**src/rtl/scan_chain_shifter.sv**
```systemverilog
// Serial engine between the t0/t1 transfer FIFOs and a scan chain: pops words, shifts them
// LSB-first into the chain head, and packs the chain tail bits into words pushed to t1.
module scan_chain_shifter #(
  parameter int unsigned WORD_W = 32,
  parameter int unsigned LEN_W  = 16
) (
  input  logic              aclk,
  input  logic              areset,
  input  logic              start,
  input  logic [LEN_W-1:0]  length,
  output logic              done,
  input  logic              in_empty,
  output logic              in_rd_en,
  input  logic [WORD_W-1:0] in_data,
  input  logic              out_almost_full,
  output logic              out_wr_en,
  output logic [WORD_W-1:0] out_data,
  input  logic              scan_output,
  output logic              scan_input,
  output logic              scan_enable,
  output logic              scan_ck_enable
);

  localparam int unsigned CntW = $clog2(WORD_W + 1);
  localparam logic [CntW-1:0]  WordCnt = CntW'(WORD_W);
  localparam logic [LEN_W-1:0] WordLen = LEN_W'(WORD_W);

  typedef enum logic [2:0] {
    StIdle,
    StFetch,
    StLoad,
    StShift,
    StWrite,
    StDone
  } state_e;

  state_e              state_q, state_d;
  logic [LEN_W-1:0]    rem_q, rem_d;
  logic [CntW-1:0]     cnt_q, cnt_d;
  logic [CntW-1:0]     wbits_q, wbits_d;
  logic [WORD_W-1:0]   shreg_q, shreg_d;
  logic [WORD_W-1:0]   cap_q, cap_d;

  logic                done_q, done_d;
  logic                in_rd_en_q, in_rd_en_d;
  logic                out_wr_en_q, out_wr_en_d;
  logic [WORD_W-1:0]   out_data_q, out_data_d;
  logic                scan_input_q, scan_input_d;
  logic                scan_enable_q, scan_enable_d;
  logic                scan_ck_enable_q, scan_ck_enable_d;

  logic                fetch_ok;

  // We are the only reader of t0 and the only writer of t1, so a condition seen at an edge
  // still holds during the following registered pop cycle.
  assign fetch_ok = !in_empty && !out_almost_full;

  always_comb begin
    state_d    = state_q;
    rem_d      = rem_q;
    cnt_d      = cnt_q;
    wbits_d    = wbits_q;
    shreg_d    = shreg_q;
    cap_d      = cap_q;
    out_data_d = out_data_q;
    in_rd_en_d = 1'b0;

    unique case (state_q)
      StIdle, StDone: begin
        if (start) begin
          rem_d = length;
          if (length == '0) begin
            state_d = StDone;
          end else begin
            state_d    = StFetch;
            in_rd_en_d = fetch_ok;
          end
        end
      end
      StFetch: begin
        // in_rd_en_q high means the pop is in flight this cycle; data arrives in LOAD.
        if (in_rd_en_q) begin
          state_d = StLoad;
        end else begin
          in_rd_en_d = fetch_ok;
        end
      end
      StLoad: begin
        shreg_d = in_data;
        cnt_d   = (rem_q < WordLen) ? CntW'(rem_q) : WordCnt;
        wbits_d = cnt_d;
        cap_d   = '0;
        state_d = StShift;
      end
      StShift: begin
        shreg_d = shreg_q >> 1;
        cap_d   = {scan_output, cap_q[WORD_W-1:1]};
        rem_d   = rem_q - LEN_W'(1);
        cnt_d   = cnt_q - CntW'(1);
        if (cnt_q == CntW'(1)) begin
          state_d    = StWrite;
          out_data_d = cap_d >> (WordCnt - wbits_q);
        end
      end
      StWrite: begin
        if (rem_q == '0) begin
          state_d = StDone;
        end else begin
          state_d    = StFetch;
          in_rd_en_d = fetch_ok;
        end
      end
      default: state_d = StIdle;
    endcase

    // Outputs are registered from the next state so they line up with the state they describe.
    scan_enable_d    = state_d inside {StFetch, StLoad, StShift, StWrite};
    scan_ck_enable_d = (state_d == StShift);
    scan_input_d     = (state_d == StShift) ? shreg_d[0] : 1'b0;
    done_d           = (state_d == StDone);
    out_wr_en_d      = (state_d == StWrite);
  end

  always_ff @(posedge aclk) begin
    if (areset) begin
      state_q          <= StIdle;
      rem_q            <= '0;
      cnt_q            <= '0;
      wbits_q          <= '0;
      shreg_q          <= '0;
      cap_q            <= '0;
      done_q           <= 1'b0;
      in_rd_en_q       <= 1'b0;
      out_wr_en_q      <= 1'b0;
      out_data_q       <= '0;
      scan_input_q     <= 1'b0;
      scan_enable_q    <= 1'b0;
      scan_ck_enable_q <= 1'b0;
    end else begin
      state_q          <= state_d;
      rem_q            <= rem_d;
      cnt_q            <= cnt_d;
      wbits_q          <= wbits_d;
      shreg_q          <= shreg_d;
      cap_q            <= cap_d;
      done_q           <= done_d;
      in_rd_en_q       <= in_rd_en_d;
      out_wr_en_q      <= out_wr_en_d;
      out_data_q       <= out_data_d;
      scan_input_q     <= scan_input_d;
      scan_enable_q    <= scan_enable_d;
      scan_ck_enable_q <= scan_ck_enable_d;
    end
  end

  assign done           = done_q;
  assign in_rd_en       = in_rd_en_q;
  assign out_wr_en      = out_wr_en_q;
  assign out_data       = out_data_q;
  assign scan_input     = scan_input_q;
  assign scan_enable    = scan_enable_q;
  assign scan_ck_enable = scan_ck_enable_q;

endmodule
```
**config.mk**
```make
export PLATFORM = sky130hd
export DESIGN_NAME = scan_chain_shifter
export DESIGN_NICKNAME = d
export VERILOG_FILES = /design/src/rtl/scan_chain_shifter.sv
export SDC_FILE = /design/constraint.sdc
export NUM_CORES = 1
export LEC_CHECK = 0
export BUFFER_PORTS_ARGS = -buffer_cell sky130_fd_sc_hd__buf_2
export CAP_MARGIN = 20
export CORE_UTILIZATION = 51
export DETAILED_ROUTE_END_ITERATION = 8
export PLACE_DENSITY = 0.72
export SLEW_MARGIN = 20
export SYNTH_ARGS = -nofsm -noshare
export SYNTH_HDL_FRONTEND = slang
export SYNTH_SLANG_ARGS = --single-unit
```
**constraint.sdc**
```tcl
create_clock -name aclk -period 3.7 [get_ports aclk]
set_input_delay 0.37 -clock aclk [delete_from_list [all_inputs] [get_ports aclk]]
set_output_delay 0.37 -clock aclk [all_outputs]
set_load 0.01 [all_outputs]
```
==> results.yml <==
yosys:
  synth_top_area_cell: "dfxtp_1"
  ys_top_cells_by_area: "dfxtp_1, mux2i_1, mux4_2"
  netlist.area_leader.share: 0.3691
  seq_area_frac_synth: 0.3691
  ys_ff_latch: 132
  synth_edf_count: 0
  netlist_area_um2: 7159
  yosys_warnings: 0
  syn_nets: 867
  synth_cell_types: 62
  postSynthCellCount: 808
  synthArstFlopShare: 0
  synth_flop_cell: "dfxtp_1"
  syn_area_per_cell_um2: 8.861
grt:
  grtUsageTotal: 0.2576
  grt_pass1_wl_um: 29760
  antenna_found_initial: 0
  grt_overflow: 0
  grt_max_degree: 104
  first_global_vias: 6046
floorplanning:
  die_x_um: 120.5
  core_area_um2: 13450
  rows: 42
  die_area_um2: 14520
  die_h_um: 120.5
  initial_core_util: 0.5322
  pin_count: 92
clocking:
  path_clk_slew_ns: 0.06
  cts_max_path_buffers: 2
  h-tree-depth: 4
  cts.sinks: 132
  cts_tree: "built"
  clk_root_buffer_cell: "clkbuf_16"
  worst_skew_pair.late_latency_ns: 0.42
  post_cts_resized: 0
  holdBufCountCts: 0
  cts_buffers: 17
  post_cts_buffers: 0
cells_and_area:
  fin_cells: 1054
  layout-drive-gt1-share: 0.2255
  final_common_cell: "dfxtp_1"
  nNetsFinal: 925
  diodes: 0
  area_growth_pct: 15.80
  mostFrequentLayoutCells: "dfxtp_1, nor2_1, buf_2"
  fin_area_um2: 8290
min_path:
  hp-start: "out_almost_full"
  hp-class: "primary input to register"
  whs_path_depth: 3
detailed_routing:
  post-route-drc-count: 0
  wl_met3_um: 1018
  routed_wl_um: 17870
  drt-met1-wl_um: 8035
  wl_met2_um: 8489
  dr.max_layer_used: "met4"
  drt_iter0_drc: 623
  ant_nets: 0
  dr_total_vias: 6427
  drt-wirelength-per-cell_um: 16.95
  vias_per_cell: 6.098
  firstDrtPassIters: 6
worst_setup_path:
  cp_data_arrival_time_ns: 3.43
  crit_required_ns: 4.03
  cp-end-kind: "register"
  path_max_fanout: 17
  startpoint_type: "register"
  path_class: "register to register"
  crit_start: "wbits_q[1]"
  r2r_cells: 9
  r2r_start: "wbits_q[1]"
power:
  switchingPower_mw: 0.8514
  switching_share: 0.2375
  peakVddDrop_mv: 0.3384
  power.density_nw_per_um2: 432.5
  pwr-share-comb: 0.084
  cellLeakagePower_nw: 3.085
  p_int_mw: 2.734
  power_mw: 3.585
  p_seq_frac: 0.414
  clkPwrFrac: 0.502
placed_design:
  place.gp.congestion: 0.9686
  dp_cells: 1023
  io_buffers: 91
  dp_hpwl_um: 12240
  place_area_um2: 7660
timing:
  tightestPinTransition_ns: 1.058
  fin_crit_sh: 0.8392
  setup_viol: 0
  drv_slew: 0
  rsz0062_at_grt: "no"
  setup_tns_ns: 0
  fmax_ghz: 0.3221
  finalHoldViolCount: 0
  max_slew_margin: 0.2950
  fin_crit_ns: 3.105
  finClkSkew_ns: 0.006592
run:
  drv_cap: 0
status:
  outcome: "finished, final reports clean"
cell usage after synthesis, types with 3 or more instances:
cell,instances
a211oi_1,34
a21oi_1,53
a21oi_2,3
a222oi_1,4
a22oi_1,52
a2bb2oi_1,3
a311o_1,4
a31oi_1,9
a32oi_1,3
buf_1,8
buf_2,17
buf_4,4
buf_6,4
clkbuf_1,37
dfxtp_1,132
ha_1,5
inv_1,12
mux2_2,14
mux2i_1,61
mux4_2,21
nand2_1,59
nand2b_1,6
nand3_1,21
nand3b_1,3
nand4_1,3
nor2_1,120
nor2b_1,4
nor3_1,19
nor3b_1,3
nor4_1,10
nor4_4,3
o211ai_1,9
o211ai_2,3
o21ai_0,15
o31ai_1,3
or3_1,6
or4_1,3
xnor2_1,4
xor2_1,3
worst max-delay path, stage by stage (launching register included):
cell	delay, ns
dfxtp_1	0.42
inv_1	0.07
ha_1	0.76
buf_4	0.34
mux2i_1	0.15
mux2_2	0.30
or2_2	0.29
a31oi_1	0.31
a22oi_1	0.13
a21oi_1	0.23
power by group through the flow:
| stage | sequential (mW) | combinational, mW | clock, mW |
|---|---|---|---|
| finish | 1.49 | 0.301 | 1.80 |
| global route | 1.49 | 0.332 | 1.90 |
| global placement | 1.51 | 0.288 | 0 |
| floorplan | 1.51 | 0.228 | 0 |
| detailed placement | 1.51 | 0.298 | 0 |
| CTS | 1.48 | 0.299 | 1.82 |
path summary, 6_finish.rpt:
kind / to / slack [ns]
worst max-delay path: out_data[0] / 0.60
worst min-delay path: in_rd_en / 0.20
worst max register to register: out_data[0] / 0.60
worst min register to register: shreg_q[31] / 0.45
cell families (layout without fill, tap and decap cells):
| group | Yosys count | after routing | share of synthesized area |
|---|---|---|---|
| AND/OR/NAND/NOR | 273 | 273 | 0.1812 |
| AO/OA/AOI/OAI | 212 | 212 | 0.2062 |
| flip-flops | 132 | 132 | 0.3691 |
| multiplexers | 96 | 96 | 0.1734 |
| buffers and inverters | 83 | 153 | 0.05278 |
| XOR/XNOR | 7 | 7 | 0.008564 |
| adder cells (fa/ha/maj) | 5 | 5 | 0.008738 |
registers in the layout (all words and copies together), names as in the netlist:
signal          count
wbits_q             6
rem_q              16
cnt_q               6
scan_ck_enable      1
out_wr_en           1
done                1
state_q             3
scan_input          1
cap_q              31
shreg_q            32
out_data           32
in_rd_en            1
scan_enable         1
per-layer routing:
metal | global-route usage | vias to the layer above
li1 | - | 3111
met1 | 0.3479 | 3089
met2 | 0.4034 | 198
met3 | 0.05755 | 29
met4 | 0.09414 | 0
met5 | 0 | -
area by class of cell:
cell class              count  area (um2)
fillers                  1198        5162
multi-input cells         593        4154
flip-flops and latches    132        2644
repair buffers            109       593.1
clock buffers              19       452.9
well taps                 176       220.2
clock inverters            12       177.7
inverters                  13       48.80
per-stage QoR:
| stage | hold slack, ns | util | setup WS [ns] |
|---|---|---|---|
| 6_report | 0.1989 | 0.6163 | 0.5951 |
| 5_1_grt | 0.2118 | 0.6163 | 0.4392 |
| 4_1_cts | 0.1881 | 0.6163 | 0.6595 |
| 3_5_place_dp | 0.4445 | 0.5694 | 0.7081 |
| 3_3_place_gp | 0.4404 | 0.5694 | 0.8936 |
| 2_1_floorplan | 0.4316 | - | 0.7420 |
Note: power is estimated with default switching activity, not from simulation.
